$ cat config.mk
export PLATFORM = sky130hd
export DESIGN_NAME = backup_sync
export DESIGN_NICKNAME = d
export VERILOG_FILES = /design/src/rtl/backup_sync.sv
export SDC_FILE = /design/constraint.sdc
export NUM_CORES = 1
export LEC_CHECK = 0
export BUFFER_PORTS_ARGS = -buffer_cell sky130_fd_sc_hd__buf_4
export CORE_ASPECT_RATIO = 2
export CORE_MARGIN = 3
export CORE_UTILIZATION = 30
export CTS_BUF_LIST = sky130_fd_sc_hd__clkbuf_16
export CTS_CLUSTER_SIZE = 8
export DETAILED_ROUTE_END_ITERATION = 12
export PLACE_DENSITY = 0.6
export REMOVE_ABC_BUFFERS = 1
export SYNTH_ARGS = -nofsm -noshare
export SYNTH_HDL_FRONTEND = slang
export SYNTH_SLANG_ARGS = --single-unit
export TNS_END_PERCENT = 30
$ cat constraint.sdc
create_clock -name clk_sys -period 2.59 [get_ports clk_sys]
set_clock_uncertainty 0.2 [all_clocks]
set_input_delay 0.777 -clock clk_sys [delete_from_list [all_inputs] [get_ports clk_sys]]
set_output_delay 0.777 -clock clk_sys [all_outputs]
set_load 0.02 [all_outputs]
$ cat src/rtl/backup_sync.sv
// Save-RAM backup sequencer: moves a fixed-size save image between backup RAM
// and the HPS one 512-byte sector at a time, with auto-load on download and timed autosave.
module backup_sync #(
  parameter int SECTOR_BITS = 6,
  parameter int TMR_W = 24,
  parameter logic [TMR_W-1:0] AUTOSAVE_DELAY = TMR_W'(24'd10_000_000)
) (
  input  logic        clk_sys,
  input  logic        reset,
  input  logic        download,
  input  logic        img_mounted,
  input  logic        img_readonly,
  input  logic [63:0] img_size,
  input  logic        load_req,
  input  logic        save_req,
  input  logic        autosave_en,
  input  logic        nvram_we,
  input  logic        sd_ack,
  output logic [31:0] sd_lba,
  output logic        sd_rd,
  output logic        sd_wr,
  output logic        ena,
  output logic        loading,
  output logic        busy,
  output logic        dirty,
  output logic        done
);

  typedef enum logic [1:0] {IDLE, ISSUE, WAIT_FALL} state_t;

  state_t                 state;
  logic [SECTOR_BITS-1:0] sector;
  logic [TMR_W-1:0]       timer;
  logic                   ena_r = 1'b0;
  logic                   download_q;
  logic                   load_q;
  logic                   save_q;
  logic                   ack_q;

  logic download_rise;
  logic download_fall;
  logic load_edge;
  logic save_edge;
  logic ack_rise;
  logic ack_fall;
  logic autoload;
  logic autosave_go;
  logic start;
  logic start_load;
  logic last_sector;

  assign download_rise = download & ~download_q;
  assign download_fall = download_q & ~download;
  assign load_edge     = ena_r & load_req & ~load_q;
  assign save_edge     = ena_r & save_req & ~save_q;
  assign ack_rise      = sd_ack & ~ack_q;
  assign ack_fall      = ack_q & ~sd_ack;
  assign autoload      = download_fall & (img_size != 64'd0) & ena_r;
  assign autosave_go   = (timer == AUTOSAVE_DELAY) & dirty & ena_r & autosave_en;
  assign start         = (state == IDLE) & (autoload | load_edge | save_edge | autosave_go);
  assign start_load    = autoload | load_edge;
  assign last_sector   = &sector;

  // Only the low SECTOR_BITS of the address ever move; the rest stay zero.
  assign sd_lba = 32'(sector);
  assign ena    = ena_r;

  // The image-present flag survives reset so a core reset does not forget the mount.
  always_ff @(posedge clk_sys) begin
    if (download_rise)
      ena_r <= 1'b0;
    if (download & img_mounted & ~img_readonly)
      ena_r <= 1'b1;
  end

  always_ff @(posedge clk_sys) begin
    if (reset) begin
      state      <= IDLE;
      sector     <= '0;
      sd_rd      <= 1'b0;
      sd_wr      <= 1'b0;
      busy       <= 1'b0;
      loading    <= 1'b0;
      dirty      <= 1'b0;
      done       <= 1'b0;
      timer      <= '0;
      download_q <= download;
      load_q     <= load_req;
      save_q     <= save_req;
      ack_q      <= sd_ack;
    end else begin
      download_q <= download;
      load_q     <= load_req;
      save_q     <= save_req;
      ack_q      <= sd_ack;
      done       <= 1'b0;

      if (nvram_we || start || !dirty)
        timer <= '0;
      else if (state == IDLE && ena_r && autosave_en && timer != AUTOSAVE_DELAY)
        timer <= timer + 1'b1;

      case (state)
        IDLE: begin
          if (start) begin
            sector  <= '0;
            busy    <= 1'b1;
            loading <= start_load;
            sd_rd   <= start_load;
            sd_wr   <= ~start_load;
            state   <= ISSUE;
            if (!start_load)
              dirty <= 1'b0;
          end
        end
        ISSUE: begin
          if (ack_rise) begin
            sd_rd <= 1'b0;
            sd_wr <= 1'b0;
            state <= WAIT_FALL;
          end
        end
        WAIT_FALL: begin
          if (ack_fall) begin
            if (last_sector) begin
              state   <= IDLE;
              busy    <= 1'b0;
              loading <= 1'b0;
              done    <= 1'b1;
              if (loading)
                dirty <= 1'b0;
            end else begin
              sector <= sector + 1'b1;
              sd_rd  <= loading;
              sd_wr  <= ~loading;
              state  <= ISSUE;
            end
          end
        end
        default: state <= IDLE;
      endcase

      // A core write always marks the RAM dirty, even in the cycle a save starts.
      if (nvram_we && !loading)
        dirty <= 1'b1;
    end
  end

endmodule

# Word-level counts from Yosys, hierarchy flattened
# Cells that the tools add are included.
# op_classes
addsub	2
eq_ne	14
mux	31
n_bitwise	30
n_reduce_logical	21
# op_table
op	n
nonzero test 64 bit	1
adder 24 x 1 -> 24 bit (second input constant)	1
== test 24 bit (second input constant)	1
inequality test 24 bit (second input constant)	1
2-to-1 mux 1 bit	18
2-to-1 mux 6 bit	3
AND 1 bit	16
case mux 6 bit (2 select lines)	1
AND reduction 6 bit	2
NOT 1 bit	11
inequality test 2 bit (second input constant)	5
inequality test 3 bit (second input constant)	3
AND reduction 4 bit	2
adder 6 x 1 -> 6 bit (second input constant)	1
2-to-1 mux 2 bit	3
inequality test 3 x 2 -> 1 bit (second input constant)	2
case mux 1 bit (2 select lines)	3
case mux 1 bit (3 select lines)	2
case mux 2 bit (3 select lines)	1
nonzero test 3 bit	2
AND reduction 5 bit	1
logical AND 1 bit	4
bitwise OR 1 bit	3
AND reduction 3 bit	1
other kinds (8)	10
# totals
register_bits	43
input_bits	74
out_inout_bits	39
elab_cells	112

# Longest topological paths before layout
# depth
word_depth	11
ltp_mapped	9
ltp_nobuf	9

# Least setup slack after synthesis
# OpenSTA, ideal clock, no wires.
# synth_path
path_kind	input port to flip-flop
startpoint	in img_size[6]
endpoint	reg timer[1]
setup_time_ps	64
t_arrival_ps	2383
required_ps	2326
slack_ps	-57
path_stages	8
n_path_buf	1
path_cell_list	nor4_1 nand4_1 nor4_1 o22ai_2 or2b_1 a21o_1 buf_2 nor2_1
# synth_via
elab_chain_len	10
# synth_lines
item	line	text
start, declared	13	input logic [63:0] img_size,
nonzero test 64 bit	58	assign autoload = download_fall & (img_size != 64'd0) & ena_r;
AND 1 bit (2 in a row)	58	
bitwise OR 1 bit (3 in a row)	60	assign start = (state == IDLE) & (autoload | load_edge | save_edge | autosave_go);
AND 1 bit	60	
logical OR 1 bit (2 in a row)	98	if (nvram_we || start || !dirty)
OR reduction 2 bit (no line)	--	
end signal, assigned	101	timer <= timer + 1'b1;
end, declared	33	logic [TMR_W-1:0] timer;
# Every way passes these cells.
# A chain may end at the register's enable or synchronous reset.

# Final worst setup path
# layout_path
startpoint	reg timer[3]
endpoint	reg sector[3]
# layout_via
elab_chain_len	8
# layout_lines
item	line	text
== test 24 bit	59	assign autosave_go = (timer == AUTOSAVE_DELAY) & dirty & ena_r & autosave_en;
AND 1 bit (3 in a row)	59	
bitwise OR 1 bit	60	
AND 1 bit	60	
inequality test 2 bit (no line)	--	
AND reduction 4 bit (no line)	--	
end signal, assigned	133	sector <= sector + 1'b1;
end, declared	32	logic [SECTOR_BITS-1:0] sector;
# Every way passes these cells.

==> run_results.csv <==
group,metric,value,unit
drt,antenna_left,0,
worst_setup_path,critPathArrivalTime,2.62,ns
worst_setup_path,required,2.61,ns
floorplan,die_x,70.2,µm
pwr,intPower,0.00152,W
logic_synthesis,yosys.cell_types.count,49,
placed_design,pre_cts_ws,-0.623,ns
finish,utilization,49.6,%
drt,detail_route.wl_per_cell,15.7,µm
floorplan,core,8000,µm²
clocking,cts_buffers,5,
grt,use_met1,15.5,%
sta,tightest_slew,0.596,ns
logic_synthesis,synth_warnings,0,
drt,drcViolationCount,0,
pwr,ir_drop,0.000323,V
grt,grt_pass1_wl,12100,µm
drt,vias,2616,
floorplan,die-area,9430,µm²
worst_setup_path,r2r-start,"timer[3]$_SDFFE_PP0P_",
pwr,p_seq_share,33.1,%
grt,met2_usage,32.3,%
grt,grt_overflow_total,0,
clocking,ctsLongestPathBuffers,2,
floorplan,die_h,134,µm
grt,grt_pass1_vias,2548,
pwr,combPwrFrac,41.4,%
drt,drt_iter0_drc,105,
pwr,p_leak,1.54,nW
grt,antenna_found_initial,0,
grt,grt_max_degree,25,
worst_setup_path,criticalPathCategory,"reg -> reg",
sta,slew_headroom,59.9,%
status,violations,"negative setup slack",
pwr,p_clk_share,25.6,%
sta,max_freq,385,MHz
finish,diodes,0,
worst_setup_path,cp-end-kind,"flip-flop",
sta,drv_slew,0,
placed_design,gp_congestion,0.913,
worst_hold_path,hold_class,"reg -> reg",
pwr,netSwitchingFraction,34.8,%
logic_synthesis,async_flop_share,0,%
floorplan,start_util,30.9,%
placed_design,dp_hpwl,6210,µm
drt,viasPerCell,5.03,
clocking,cts_tree,"built",
finish,final_cells,520,
logic_synthesis,synth-edff-count,0,
sta,fin_ws,-0.0103,ns
finish,area_growth,60.5,%
pwr,p_switching,0.000815,W
logic_synthesis,syn_area,2470,µm²
sta,hold_viol,0,
logic_synthesis,syn_inst,296,
worst_setup_path,start_kind,"flip-flop",
clocking,clk_pin_slew,0.06,ns
pwr,powerDensity,590,nW/µm²
logic_synthesis,ys_seq_elements,43,
worst_setup_path,startpoint,"timer[3]$_SDFFE_PP0P_",
floorplan,rows,46,
job,maxCapViolations,0,
sta,period_needed,2.60,ns
drt,totalWireLength,8150,µm
clocking,cts_sinks,43,
worst_setup_path,rr_endpoint,"sector[3]$_SDFFE_PP0P_",
finish,nets,505,
finish,drive_above_1_share,43.9,%
drt,dr.pass1.iters,4,
clocking,hold_buffers,0,
sta,setup_viol,1,
placed_design,port_buffers,86,
sta,rsz0062_at_grt,"true",
sta,fin_crit_sh,100,%
clocking,cts_root_buffer,"clkbuf_16",
worst_setup_path,r2r_cells,8,
placed_design,dp_cells,506,
clocking,h-tree-depth,2,
grt,gr-usage-all-layers,15.9,%
worst_setup_path,rrSetupSlack,-0.01,ns
grt,top_usage_layer,"met2",
worst_setup_path,crit_fanout,5,
status,status,"finished, violations left",
floorplan,io_pins,113,
clocking,clk_latency,0.29,ns
logic_synthesis,synth-main-ff-cell,"dfxtp_1",
logic_synthesis,syn_avg_cell_area,8.35,µm²
grt,met3_usage,2.55,%
logic_synthesis,ys_seq_area_share,34.8,%
worst_setup_path,crit_path_end,"sector[3]$_SDFFE_PP0P_",
## synthesized netlist by cell type (4+ instances only)
library cell	n	area, µm²
buf_4	27	203
inv_1	14	52.6
dfxtp_1	43	861
nor2_1	39	146
o21ai_0	12	60.1
nand4_1	14	87.6
ha_1	7	87.6
nor4_1	19	119
xnor2_1	10	87.6
xor2_1	14	123
nand3_1	12	60.1
or4_1	5	37.5
nand2_1	17	63.8
nand2b_1	4	25.0
a21oi_1	11	55.1
## through the flow
step	hold slack, ns	setup TNS, ns	instance area (µm²)	power, W
after floorplan	0.242	-2.06	2350	0.00121
after global placement	0.260	-16.15	3370	0.00159
after detailed placement	0.268	-16.76	3370	0.00160
after CTS	0.281	0	3600	0.00222
after global routing	0.299	-1.77	3970	0.00247
final	0.278	-0.0103	3970	0.00234
## worst min-delay path by stage
stage / startpoint / slack [ns] / cells after the start / to
floorplan: download_q$_DFF_P_ / 0.24 / 2 / ena$_SDFFE_PP1P_
global placement: download_q$_DFF_P_ / 0.26 / 2 / ena$_SDFFE_PP1P_
detailed placement: download_q$_DFF_P_ / 0.27 / 2 / ena$_SDFFE_PP1P_
CTS: download_q$_DFF_P_ / 0.28 / 2 / ena$_SDFFE_PP1P_
global route: download_q$_DFF_P_ / 0.30 / 2 / ena$_SDFFE_PP1P_
finish: download_q$_DFF_P_ / 0.28 / 2 / ena$_SDFFE_PP1P_
## cells in the final DEF (no fill, tap or decap), drive strengths merged, types with 11 or more instances in the layout
| cell type | instances |
|---|---|
| buf | 124 |
| dfxtp | 43 |
| nand4 | 14 |
| inv | 14 |
| nor4 | 20 |
| o21ai | 13 |
| nor2 | 40 |
| nand2 | 18 |
| xor2 | 14 |
| conb | 26 |
| nand3 | 12 |
| a21oi | 11 |
## cell type report
type                       instances  area, µm²
fill                             768       4040
multi-input combinational        234       1760
timing repair buffer             126       1030
sequential                        43        865
clock buffer                       5        125
tap                               96        120
inverter                          14       52.6
clock inverter                     2       8.76
## state kept, by name, summed over array words and instances, names as in the netlist
| register | cells |
|---|---|
| dirty | 1 |
| done | 1 |
| sd_rd | 1 |
| sd_wr | 1 |
| state | 2 |
| ack_q | 1 |
| sector | 6 |
| ena | 1 |
| timer | 24 |
| save_q | 1 |
| load_q | 1 |
| loading | 1 |
| busy | 1 |
| download_q | 1 |
## per-layer routing
layer	share of wire [%]	up-vias
li1	-	1265
met1	33	1253
met2	60	80
met3	3.7	18
met4	3.2	0
met5	0	-
## worst max-delay path: stages (launching register included)
cell and delay [ns]:
dfxtp_1 0.36, nor4bb_1 0.37, nand4_1 0.23, o32a_1 0.44, nand2_4 0.10, nor2_4 0.06
buf_6 0.12, or4_4 0.50, a21oi_2 0.13
## power by group through the flow
stage          sequential (W)  combinational (W)  clock, W
4_1_cts              0.000773           0.000828  0.000621
5_1_grt              0.000782            0.00105  0.000646
6_report             0.000773           0.000967  0.000598
3_5_place_dp         0.000787           0.000811         0
3_3_place_gp         0.000786           0.000799         0
2_1_floorplan        0.000826           0.000383         0
## cell families after synthesis
| kind of cell | after synthesis | synth area share, % |
|---|---|---|
| AND/OR/NAND/NOR | 134 | 30.2 |
| buffers and inverters | 44 | 10.9 |
| flip-flops | 43 | 34.8 |
| AO/OA/AOI/OAI | 41 | 11.0 |
| XOR/XNOR | 24 | 8.51 |
| adder cells (fa/ha/maj) | 7 | 3.54 |
| multiplexers | 2 | 0.810 |
| other | 1 | 0.152 |
## timing repair
action | 4_1_cts | 5_1_grt
pin swaps | 4 | 38
endpoints found under the hold margin | 0 | 0
endpoints found under the setup margin | 35 | 31
resized for setup | 15 | 65
setup buffers | 0 | 4
cloned | 0 | 3
Power figures use the tool's default switching activity.
